File: src/rtl/ifu_fetch_ctrl.sv
`default_nettype none
// ============================================================================
// Module      : ifu_fetch_ctrl
// Description : Fetch sequencer driving the IFU and handing instructions to
//               decode. Optional performance counters are enabled with the
//               FETCH_CTRL_PERF_CNT_EN macro.
// Revision    : 1.0 - initial release
// ============================================================================
module ifu_fetch_ctrl #(
  parameter int MAX_WAIT_CYCLES = 64,
  parameter int WAIT_CNT_WIDTH  = 8
) (
  input  logic       fetch_ctrl_clock_in,
  input  logic       fetch_ctrl_reset_in,
  input  logic       ins_mem_ready_in,
  input  logic       ins_mem_hit_in,
  input  logic       redirect_valid_in,
  input  logic       stall_in,
  output logic       pc_set_ctrl_out,
  output logic [1:0] pc_src_mux_ctrl_out,
  output logic       ins_mem_valid_ctrl_out,
  output logic       ir_set_ctrl_out,
  output logic       fetch_valid_out,
  output logic       redirect_ack_out,
  output logic       fetch_error_out
`ifdef FETCH_CTRL_PERF_CNT_EN
  ,
  output logic [31:0] perf_fetch_cnt_out,
  output logic [31:0] perf_miss_cnt_out
`endif
);

  typedef enum logic [2:0] {
    BOOT  = 3'd0,
    REQ   = 3'd1,
    WAIT  = 3'd2,
    ISSUE = 3'd3,
    REDIR = 3'd4,
    ERROR = 3'd5
  } state_e;

  localparam logic [1:0] SRC_PC4   = 2'b00;
  localparam logic [1:0] SRC_REDIR = 2'b01;
  localparam logic [1:0] SRC_RESET = 2'b10;

  localparam logic [WAIT_CNT_WIDTH:0] MAX_WAIT = (WAIT_CNT_WIDTH+1)'(MAX_WAIT_CYCLES);

  state_e                    state_q, state_d;
  logic [WAIT_CNT_WIDTH-1:0] wait_cnt_q, wait_cnt_d;
  logic                      pend_redir_q, pend_redir_d;

  logic                      mem_hit;
  logic                      cnt_sat;
  logic [WAIT_CNT_WIDTH:0]   cnt_inc;

  assign mem_hit = ins_mem_ready_in & ins_mem_hit_in;
  assign cnt_sat = &wait_cnt_q;
  // One bit wider so the timeout compare stays correct at saturation.
  assign cnt_inc = {1'b0, wait_cnt_q} + {{WAIT_CNT_WIDTH{1'b0}}, 1'b1};

  always_ff @(posedge fetch_ctrl_clock_in) begin
    if (fetch_ctrl_reset_in) begin
      state_q      <= BOOT;
      wait_cnt_q   <= '0;
      pend_redir_q <= 1'b0;
    end else begin
      state_q      <= state_d;
      wait_cnt_q   <= wait_cnt_d;
      pend_redir_q <= pend_redir_d;
    end
  end

  always_comb begin
    state_d                = state_q;
    wait_cnt_d             = wait_cnt_q;
    pend_redir_d           = pend_redir_q;
    pc_set_ctrl_out        = 1'b0;
    pc_src_mux_ctrl_out    = SRC_PC4;
    ins_mem_valid_ctrl_out = 1'b0;
    ir_set_ctrl_out        = 1'b0;
    fetch_valid_out        = 1'b0;
    redirect_ack_out       = 1'b0;
    fetch_error_out        = 1'b0;

    case (state_q)
      BOOT: begin
        pc_set_ctrl_out     = 1'b1;
        pc_src_mux_ctrl_out = SRC_RESET;
        state_d             = REQ;
      end
      REQ: begin
        ins_mem_valid_ctrl_out = 1'b1;
        wait_cnt_d             = '0;
        state_d                = WAIT;
      end
      WAIT: begin
        ins_mem_valid_ctrl_out = 1'b1;
        if (!cnt_sat) begin
          wait_cnt_d = wait_cnt_q + 1'b1;
        end
        if (redirect_valid_in) begin
          pend_redir_d = 1'b1;
        end
        // A hit racing a redirect still writes IR, but is squashed via REDIR.
        if (mem_hit) begin
          ir_set_ctrl_out = 1'b1;
          state_d         = (pend_redir_q || redirect_valid_in) ? REDIR : ISSUE;
        end else if (cnt_inc >= MAX_WAIT) begin
          state_d = ERROR;
        end
      end
      ISSUE: begin
        if (redirect_valid_in) begin
          pc_set_ctrl_out     = 1'b1;
          pc_src_mux_ctrl_out = SRC_REDIR;
          redirect_ack_out    = 1'b1;
          state_d             = REQ;
        end else if (stall_in) begin
          fetch_valid_out = 1'b1;
        end else begin
          fetch_valid_out     = 1'b1;
          pc_set_ctrl_out     = 1'b1;
          pc_src_mux_ctrl_out = SRC_PC4;
          state_d             = REQ;
        end
      end
      REDIR: begin
        pc_set_ctrl_out     = 1'b1;
        pc_src_mux_ctrl_out = SRC_REDIR;
        redirect_ack_out    = 1'b1;
        pend_redir_d        = 1'b0;
        state_d             = REQ;
      end
      ERROR: begin
        fetch_error_out = 1'b1;
      end
      default: begin
        state_d = BOOT;
      end
    endcase

    // While reset is held only the boot PC load may be visible.
    if (fetch_ctrl_reset_in) begin
      ins_mem_valid_ctrl_out = 1'b0;
      ir_set_ctrl_out        = 1'b0;
      fetch_valid_out        = 1'b0;
      redirect_ack_out       = 1'b0;
      fetch_error_out        = 1'b0;
      if (state_q != BOOT) begin
        pc_set_ctrl_out     = 1'b0;
        pc_src_mux_ctrl_out = SRC_PC4;
      end
    end
  end

`ifdef FETCH_CTRL_PERF_CNT_EN
  logic [31:0] perf_fetch_q;
  logic [31:0] perf_miss_q;
  logic        fetch_done;
  logic        miss_seen;

  assign fetch_done = (state_q == ISSUE) && fetch_valid_out && !stall_in;
  assign miss_seen  = (state_q == WAIT) && ins_mem_ready_in && !ins_mem_hit_in;

  always_ff @(posedge fetch_ctrl_clock_in) begin
    if (fetch_ctrl_reset_in) begin
      perf_fetch_q <= '0;
      perf_miss_q  <= '0;
    end else begin
      if (fetch_done) begin
        perf_fetch_q <= perf_fetch_q + 32'd1;
      end
      if (miss_seen) begin
        perf_miss_q <= perf_miss_q + 32'd1;
      end
    end
  end

  assign perf_fetch_cnt_out = perf_fetch_q;
  assign perf_miss_cnt_out  = perf_miss_q;
`endif

endmodule
`default_nettype wire

File: config.mk
export PLATFORM = sky130hd
export DESIGN_NAME = ifu_fetch_ctrl
export DESIGN_NICKNAME = d
export VERILOG_FILES = /design/src/rtl/ifu_fetch_ctrl.sv
export SDC_FILE = /design/constraint.sdc
export NUM_CORES = 1
export LEC_CHECK = 0
export CAP_MARGIN = 10
export CORE_AREA = 2 2 48 50
export DETAILED_ROUTE_END_ITERATION = 6
export DIE_AREA = 0 0 50 52
export GPL_TIMING_DRIVEN = 0
export HOLD_SLACK_MARGIN = 0.15
export PLACE_DENSITY = 0.63
export SYNTH_ARGS = -nofsm -noshare
export SYNTH_HDL_FRONTEND = slang
export SYNTH_SLANG_ARGS = --single-unit
File: constraint.sdc
create_clock -name fetch_ctrl_clock_in -period 1.7 [get_ports fetch_ctrl_clock_in]
set_input_delay 0.425 -clock fetch_ctrl_clock_in [delete_from_list [all_inputs] [get_ports fetch_ctrl_clock_in]]
set_output_delay 0.425 -clock fetch_ctrl_clock_in [all_outputs]
set_load 0.02 [all_outputs]
; Word-level counts from Yosys, hierarchy flattened
; Index checks and enable logic that the tools add are counted.
; Widths: inputs -> output; s select.
[op_classes]
reduce_logical = 11
n_bitwise = 2
magnitude_cmp = 1
mux = 32
n_eq_ne = 9
n_addsub = 2
[op_table]
columns = operator, n
row1 = $mux 1, 18
row2 = $pmux 8 s2, 1
row3 = $mux 3, 5
row4 = $pmux 3 s5, 1
row5 = $add 8x1->9 const B, 1
row6 = $ge 9x7->1 const B, 1
row7 = $add 8x1->8 const B, 1
row8 = $mux 8, 1
row9 = $reduce_and 8->1, 1
row10 = $eq 3x2->1 const B, 2
row11 = $eq 3x3->1 const B, 2
row12 = $ne 3x3->1 const B, 2
row13 = $pmux 1 s2, 3
row14 = $pmux 2 s3, 1
row15 = $mux 2, 2
row16 = $ne 2x2->1 const B, 2
row17 = $reduce_and 2->1, 2
row18 = $reduce_bool 2->1, 2
row19 = $reduce_or 2->1, 2
row20 = $eq 3x1->1 const B, 1
row21 = $logic_not 3->1, 1
row22 = $reduce_and 3->1, 1
row23 = $reduce_bool 3->1, 1
row24 = $and 1x1->1, 1
row25 = 2 further kinds, 2
[totals]
inputBits = 6
ff_bits = 12

; Longest topological paths before layout
[logic_depth]
word_depth = 5
ltp_mapped = 5

; Worst setup path before layout
; Ideal clock, no wire load.
[synth_path]
kind = reg-to-output
start = reg state_q[0]
end = out fetch_valid_out
path_slack_ps = -249
required_ps = 1275
path_stages_with_launch = 4
arrival_ps = 1524
cell_sequence = dfxtp_1 -> clkbuf_1 -> nor2b_1 -> nor4bb_1
[synth_via]
elab_chain_len = 3
[synth_rtl]
columns = item, line
row1 = from (decl), 48  ; state_e state_q, state_d;
row2 = from (signal assigned), 67  ; state_q <= state_d;
row3 = $eq 3x2->1, 85  ; case (state_q)
row4 = $mux 1, 85
row5 = $mux 1, 143  ; if (fetch_ctrl_reset_in) begin
row6 = to (decl), 23  ; output logic fetch_valid_out,
; No other way between the ends.

; Final worst setup path
[layout_path]
start = reg state_q[0]
end = out ir_set_ctrl_out
[layout_via]
elab_chain_len = 3
[layout_rtl]
columns = item, line
row1 = $eq 3x2->1, 85
row2 = $mux 1, 85
row3 = $mux 1, 143
row4 = to (decl), 22  ; output logic ir_set_ctrl_out,
; No other way between the ends.

==> impl_metrics.csv <==
group,metric,value,unit
timing,max_slew.worst_pin.slew,511,ps
logic_synthesis,synthCells,92,
grt,grt_use_total,16.1,%
grt,antenna_found_initial,0,
worst_setup_path,critPathMaxStageDelay,360,ps
cts,numCtsBuffers,3,
power,switching_share,33.8,%
logic_synthesis,async_flop_share,0,%
drt,wl_per_cell,12.8,µm
logic_synthesis,syn_avg_cell_area,8.43,µm²
drt,final_antenna_net_count,0,
drt,drt-initial-drc-count,8,
layout,syn2layout_area_growth,47.3,%
die,die_w,50,µm
power,p_seq_share,33.5,%
placement,dpl.hpwl,1290,µm
cts,ctsHoldBuffers,0,
die,core,0.00211,mm²
timing,finalCritPeriodShare,105,%
worst_setup_path,path_cells,"buf_4, nor3b_4, nand2b_1, nor2_1, buf_4",
run,max_cap_violations,0,
grt,grt_max_degree,11,
logic_synthesis,yosys.cell_types.count,44,
die,dieHeight,52,µm
power,peakVddDrop,0.615,mV
cts,insertion_delay,280,ps
timing,finalHoldViolations,0,
logic_synthesis,synth_nets,99,
cts,clock_path_buffers,2,
grt,grt_pass1_vias,729,
drt,first_pass_iters,4,
cts,cts-root-buf,"clkbuf_4",
worst_setup_path,crit_slowest_cell,"dfxtp_4",
worst_setup_path,path_max_fanout,3,
power,p_switching,0.339,mW
power,clockPowerShare,23.7,%
timing,rsz0062_at_grt,"yes",
worst_setup_path,critPathMostFrequentCell,"buf_4",
layout,final_util,54.2,%
worst_setup_path,cp.required,1270,ps
logic_synthesis,synth_enable_flop_cells,0,
layout,layout_commonest_cell,"buf_4",
timing,setup_viol,4,
logic_synthesis,synth_flop_cell,"dfxtp_1",
worst_setup_path,cp-start-kind,"register",
power,leakage,0.433,nW
cts,cts-htree-levels,1,
logic_synthesis,syn_area,776,µm²
die,die_area,0.00260,mm²
worst_setup_path,crit_buf_inv,2,
worst_setup_path,crit_path_end_kind,"primary output",
drt,vias_per_cell,5.26,
worst_setup_path,crit_type,"register to primary output",
logic_synthesis,ys_seq_area_share,31.0,%
timing,clock.fmax,562,MHz
drt,drcViolationCount,0,
timing,final.min_clock_period,1780,ps
cts,cts_sinks,12,
die,num_rows,17,
outcome,violations,"setup timing",
timing,finClkSkew,1.61,ps
layout,final_nets,127,
outcome,status,"complete, but fails checks",
layout,num_antenna_cells,0,
layout,mostFrequentLayoutCells,"buf_4, nor2_1, dfxtp_1, nand2_1",
power,power.total,1.00,mW
placement,portBuffers,12,
cts,cts_tree,"yes",
die,initial_utilization,36.8,%
placement,place_congestion,0.795,
logic_synthesis,yosys_warnings,0,
power,p_int,0.662,mW
hold_path,min_path_type,"input pin to register",
power,combPwrFrac,42.8,%
die,io_pins,14,
worst_setup_path,cp.arrival,1350,ps
power,p_per_area,876,mW/mm²
drt,num_vias,773,
timing,fin_ws,-79.3,ps
worst_setup_path,path_delay_family,"simple AND/OR/NAND/NOR gates",
grt,grt-ovfl-total,0,
layout,drive_gt1_share,42.9,%
logic_synthesis,synth-seq-cells,12,
cts,clk_pin_slew,80,ps
drt,wirelength,1880,µm
grt,grt_pass1_wl,3100,µm
timing,maxSlewViolCount,0,
timing,slew_headroom,65.9,%
Yosys cell counts (2+ instances only):
| cell type | instances | area share [%] |
|---|---|---|
| nor3_1 | 4 | 2.6 |
| a21oi_1 | 7 | 4.5 |
| o21ai_0 | 5 | 3.2 |
| nand3_1 | 3 | 1.9 |
| dfxtp_1 | 12 | 31 |
| nor2_1 | 9 | 4.4 |
| a31oi_1 | 2 | 1.6 |
| clkbuf_1 | 2 | 0.97 |
| xnor2_1 | 2 | 2.3 |
| and3_1 | 2 | 1.6 |
| nand2b_1 | 4 | 3.2 |
| nand2_1 | 6 | 2.9 |
| xor2_1 | 3 | 3.4 |
power by group through the flow:
stage | Combinational (mW) | Clock (mW) | Sequential [mW]
finish | 0.428 | 0.237 | 0.335
CTS | 0.406 | 0.248 | 0.332
global placement | 0.326 | 0 | 0.329
global route | 0.468 | 0.261 | 0.340
detailed placement | 0.327 | 0 | 0.330
floorplan | 0.225 | 0 | 0.326
registers in the layout, indices dropped and copies added, names as in the netlist:
| register | flops |
|---|---|
| state_q | 3 |
| pend_redir_q | 1 |
| wait_cnt_q | 8 |
worst reg2reg max path, stage by stage, from the launching register on:
cell and delay, ps:
dfxtp_4 370, ha_4 150, nand3_4 110, or4b_1 530, o21a_2 160, o22a_2 230
per-stage QoR:
| stage | hold WS (ps) | cells | setup slack (ps) | TNS, ps | cell area [µm²] |
|---|---|---|---|---|---|
| 2_1_floorplan | 463 | 92 | 30.6 | 0 | 791 |
| 3_3_place_gp | 483 | 132 | -808 | -4350 | 946 |
| 3_5_place_dp | 495 | 132 | -799 | -4480 | 946 |
| 4_1_cts | 345 | 144 | -70.4 | -330 | 1100 |
| 5_1_grt | 360 | 147 | -148 | -668 | 1140 |
| 6_report | 356 | 147 | -79.3 | -228 | 1140 |
worst paths after layout:
| kind | to | depth (start not counted) | slack [ps] | startpoint |
|---|---|---|---|---|
| hold reg to reg | wait_cnt_q[1] | 2 | 500 | wait_cnt_q[1] |
| setup reg to reg | state_q[2] | 5 | 50 | wait_cnt_q[0] |
| setup / recovery | ir_set_ctrl_out | 5 | -80 | state_q[0] |
| hold / removal | pend_redir_q | 2 | 360 | fetch_ctrl_reset_in |
cells by family (layout without fill, tap and decap cells):
family,Yosys count,count (layout),share of synthesized area [%]
compound gates,27,27,24.4
xor+xnor,5,5,5.65
simple gates,42,42,32.7
buf+inv,5,32,4.68
flops,12,12,31.0
fa+ha+maj,1,1,1.61
timing repair:
| item | 4_1_cts | 5_1_grt |
|---|---|---|
| pin swaps | 7 | 7 |
| setup endpoints to repair | 11 | 8 |
| setup buffers | 8 | 3 |
| gates resized for setup | 66 | 9 |
routing by layer:
metal | share of wire (%) | GRT usage, % | wire length [µm]
met1 | 42 | 17.1 | 780
met2 | 54 | 29.6 | 1010
met3 | 2.0 | 1.72 | 37
met4 | 2.7 | 11.1 | 50
met5 | 0 | 0 | 0
final cells by class:
cell class,instances,area [µm²]
fill,204,963
multi-input combinational,75,568
sequential,12,254
timing repair buffer,23,190
buffer,4,55.1
clock buffer,4,36.3
tap,28,35.0
inverter,1,3.75
Note: power is estimated with default switching activity, not from simulation.
==> RTL edit 1, RTL diff (same settings) <==
Set the parameter `WAIT_CNT_WIDTH` to 6 (it was 8).
--- a/src/rtl/ifu_fetch_ctrl.sv
+++ b/src/rtl/ifu_fetch_ctrl.sv
@@ -10,3 +10,3 @@
   parameter int MAX_WAIT_CYCLES = 64,
-  parameter int WAIT_CNT_WIDTH  = 8
+  parameter int WAIT_CNT_WIDTH  = 6
 ) (
Behaviour: same outputs for any inputs over 10 cycles, from zero or initial values and one cycle with fetch_ctrl_reset_in high; that may be too few to reach the edited logic, so the function may still have changed.
==> RTL edit 1 against the original RTL <==
  * Cell area decreased by 14%
  * Sequential cell count fell by 2
  * Setup slack improved by 0.021 ns
  * Hold slack gained 0.13 ns
  * Utilization is 7.8 points lower
  * The flow still finishes with violations (negative setup slack)
  * Power down 30%
  * Global-route usage is 1.2 points lower
  * Wire length is 9.7% lower
  * Area after synthesis is 19% lower
==> RTL edit 1: results (changes against the original RTL) <==
Hold path
  – Hold EP: wait_cnt_q[1]
  – Hold Crit Start: wait_cnt_q[1]

STA
  – Fin Hold WS: 0.4824 ns (+0.1259 ns)
  – # setup viols final: 6 (+2)
  – Final setup margin: -0.05790 ns (+0.02140 ns)
  – Rel. slew slack: 52.63% (-13 points)
  – Final TNS setup: -0.2113 ns (+0.01627 ns)
  – Clk_skew: 0.002516 ns (+0.0009052 ns)

Finish
  – Nets: 114 (-10%)
  – Fraction of layout cells with a size suffix above 1: 44.76% (+1.9 points)

Global routing
  – GRT Overall Usage: 14.84% (-1.2 points)
  – Vias in the first global route: 663 (-9.1%)
  – Global Route met3 Usage: 4.310% (+2.6 points)

Route
  – Vias: 702 (-9.2%)
  – Mean routed wirelength per cell: 12.74 um (-0.24%)
  – Vias per inst: 5.278 (+0.37%)
  – DR iter-0 viols: 4 (-4)

Critical path
  – Worst r2r dst: wait_cnt_q[2]
  – Reg2Reg Launch Point: wait_cnt_q[1]
  – Crit path capture: pc_set_ctrl_out

Outcome
  – Violated checks: negative setup slack
  – Status: complete, but fails checks

Synth
  – Area contributors post-synth: dfxtp_1 32%, a21oi_1 5.6%, nor2_1 4.2%
  – Synth cell types: 33 (-25%)
  – Post-synth top cells: 10 x dfxtp_1, 7 x a21oi_1, 7 x nor2_1
  – Mapped Avg Cell Area: 7.982 um^2 (-5.3%)

Clocking
  – Clk_lat worst skew: 0.26 ns (-0.02 ns)

Placed design
  – Placed cell count: 120 (-9.1%)
  – Placed cell area: 815.8 um^2 (-14%)

Pwr
  – Static Leak: 0.3621 nW (-16%)
==> RTL edit 1: cell types whose count changed after synthesis, sizes merged, moves of 2 or more <==
cell	change
dfxtp	-2
xor2	-3
nand2	-3
a41oi	+2
and3	-2
nor2	-2
a311o	+2
inv	+3
o32ai	-2
a311oi	+3
==> RTL edit 1: cell type report <==
class / instances / area (um^2)
well taps: 28 / 35.03
flip-flops and latches: 10 / 211.5
plain buffers: 4 / 45.04
inverters: 4 / 18.77
fillers: 212 / 1129
clock buffers: 3 / 22.52
repair buffers: 25 / 193.9
multi-input cells: 59 / 450.4
==> RTL edit 1: critical path: stages <==
cell	delay [ns]
clkdlybuf4s50_1	0.45
nand2b_1	0.07
a31oi_1	0.14
o2bb2ai_1	0.08
buf_4	0.16
==> RTL edit 1: routing by layer <==
| metal | wire, um | vias to the layer above |
|---|---|---|
| met5 | 0 | - |
| met4 | 19 | 0 |
| met3 | 63 | 3 |
| met2 | 893 | 13 |
| met1 | 718 | 329 |
| li1 | - | 357 |
==> RTL edit 1: power by group <==
| part | switching [mW] | internal [mW] | total (mW) |
|---|---|---|---|
| Sequential | 0.0162 | 0.249 | 0.265 |
| Clock | 0.0794 | 0.0818 | 0.161 |
| Combinational | 0.137 | 0.138 | 0.275 |
| Total | 0.233 | 0.469 | 0.702 |
==> RTL edit 1: timing repair <==
action,CTS,global route
pin swaps,10,5
buffers inserted,11,1
gates resized for setup,66,10
endpoints found under the setup margin,11,9
==> RTL edit 1: logic make-up after synthesis <==
group	share of synthesized area, %
AND/OR/NAND/NOR	25.40
AO/OA/AOI/OAI	30.36
buffers and inverters	7.737
flip-flops	31.75
XOR/XNOR	2.778
adder cells (fa/ha/maj)	1.984
==> RTL edit 2, RTL diff (config.mk and constraints unchanged) <==
Without the edit above. Encoding of `state_e`: now one-hot (6 bits for 6 states).
--- a/src/rtl/ifu_fetch_ctrl.sv
+++ b/src/rtl/ifu_fetch_ctrl.sv
@@ -32,9 +32,9 @@
 
-  typedef enum logic [2:0] {
-    BOOT  = 3'd0,
-    REQ   = 3'd1,
-    WAIT  = 3'd2,
-    ISSUE = 3'd3,
-    REDIR = 3'd4,
-    ERROR = 3'd5
+  typedef enum logic [5:0] {
+    BOOT  = 6'b000001,
+    REQ   = 6'b000010,
+    WAIT  = 6'b000100,
+    ISSUE = 6'b001000,
+    REDIR = 6'b010000,
+    ERROR = 6'b100000
   } state_e;
Behaviour: same outputs for any inputs over 10 cycles, from zero or initial values and one cycle with fetch_ctrl_reset_in high; not proved beyond that.
==> RTL edit 2 against the original RTL <==
  * The flow still finishes with violations (negative setup slack)
  * Power fell by 3.1%
  * Cell area rose by 33%
  * Sequential cell count rose by 3
  * Setup slack got worse by 0.59 ns
  * Wire length rose by 56%
  * Utilization rose by 18 points
  * First-iteration DRC count rose to 4.1 times the old value
  * Register-to-register slack got worse by 0.40 ns
  * Clock skew rose by 0.0016 ns
  * Area after synthesis rose by 16%
  * Die area did not move
==> RTL edit 2: results (changes against the original RTL) <==
Placed design
  – Placed cell area: 1124 um^2 (+19%)
  – Port Buffers: 13 (+1)
  – Pre-CTS setup slack: -0.9380 ns (-0.1394 ns)
  – GP Congestion: 0.8509 (+7.1%)
  – Placed cell count: 144 (+9.1%)

Critical path
  – Reg2Reg Launch Point: state_q[1]
  – R2R cell count: 7 (+2)
  – Max incr delay on CP: 0.55 ns (+0.19 ns)

Finish
  – Signal buf overhead: 25.21% (+3.7 points)
  – ClkCell Share: 1.806% (-1.4 points)
  – Nets: 156 (+23%)
  – FILL cells: 154 (-25%)
  – Register area: 319.1 um^2 (+26%)
  – Comb_multi_in: 84 (+12%)
  – Non-clk bufs: 42 (+56%)
  – Largest regs: wait_cnt_q (8), state_q (6), pend_redir_q (1)
  – Finished Layout Cells: 176 (+20%)
  – Fraction of layout cells with a size suffix above 1: 54.73% (+12 points)
  – Final instance area: 1524 um^2 (+33%)
  – Fraction of area in multi-input gates: 48.85% (-0.88 points)

Global routing
  – First-pass GRT wire length: 4.202 mm (+36%)
  – GRT Overall Usage: 21.87% (+5.8 points)

STA
  – Final setup margin: -0.6707 ns (-0.5914 ns)
  – Rel. slew slack: 55.70% (-10 points)
  – Clk_skew: 0.003237 ns (+0.001626 ns)
  – # setup viols final: 19 (+15)

Synth
  – Cells after Synth: 103 (+12%)
  – Area contributors post-synth: dfxtp_1 33%, nor4_4 7.1%, a21oi_1 5.0%
  – Seq/Total Area, Yosys: 33.38% (+2.4 points)

Route
  – DR iter-0 viols: 33 (+25)
  – Sum of routed wire segments on met1: 1.129 mm (+45%)
  – DR WL met3: 160 um (+330%)
  – Mean routed wirelength per cell: 16.69 um (+31%)
  – Routed met2 length: 1.536 mm (+52%)
  – Vias per inst: 6.085 (+16%)

Clocking
  – CTS Sinks: 15 (+3)
  – Clk_lat worst skew: 0.30 ns (+0.02 ns)
  – Clock transition at path regs: 0.10 ns (+0.02 ns)

Hold path
  – Hold Crit Start: wait_cnt_q[0]
  – Hold Path Depth: 1 (-1)
  – Hold EP: wait_cnt_q[0]
  – Hold WC Path Type: register to register

Pwr
  – Static Leak: 0.5738 nW (+32%)
  – Maximum vdd drop: 591.5 uV (-3.8%)
  – Seq pwr: 0.385 mW (+15%)
  – Overall power: 0.9688 mW (-3.1%)

Outcome
  – Violated checks: negative setup slack
  – Status: complete, but fails checks
-- RTL edit 2: cell types whose count changed in the layout (fill, tap and decap cells not counted), moves of 4 or more --
| cell | before | now |
|---|---|---|
| o21ai_0 | 5 | 0 |
| or4_4 | 0 | 4 |
| buf_4 | 13 | 19 |
| nand3_1 | 3 | 7 |
| buf_6 | 5 | 15 |
-- RTL edit 2: what timing repair did --
item,CTS,global route
gates resized for setup,59,32
gates cloned,1,0
pin swaps,13,17
endpoints found under the setup margin,18,22
hold buffers,0,0
buffers inserted,16,14
-- RTL edit 2: kinds of logic (layout without fill, tap and decap cells) --
logic type,Yosys count,after routing,synth area share (%)
AOI/OAI and AO/OA,29,29,22.53
adders and majority gates,1,1,1.391
buffers and inverters,5,49,2.086
DFF,15,15,33.38
muxes,1,1,1.113
and+or+nand+nor,52,53,39.50
-- RTL edit 2: through the flow --
stage	TNS (ns)	hold WS [ns]
after floorplan	-0.9115	0.4603
after global placement	-7.880	0.4993
after detailed placement	-8.173	0.5079
after CTS	-5.246	0.5230
after global routing	-6.561	0.5072
final	-5.413	0.4830
-- RTL edit 2: how the worst max path moves through the flow --
stage                       end  slack [ns]           startpoint
2_1_floorplan   pc_set_ctrl_out       -0.25           state_q[1]
3_3_place_gp    fetch_valid_out       -0.93  fetch_ctrl_reset_in
3_5_place_dp    fetch_valid_out       -0.94  fetch_ctrl_reset_in
4_1_cts         pc_set_ctrl_out       -0.69           state_q[1]
5_1_grt        redirect_ack_out       -0.71           state_q[1]
6_report       redirect_ack_out       -0.67           state_q[1]
-- RTL edit 2: metal layers --
metal	vias up	track usage [%]
li1	501	-
met1	508	22.97
met2	49	41.23
met3	13	3.161
met4	0	12.50
met5	-	0
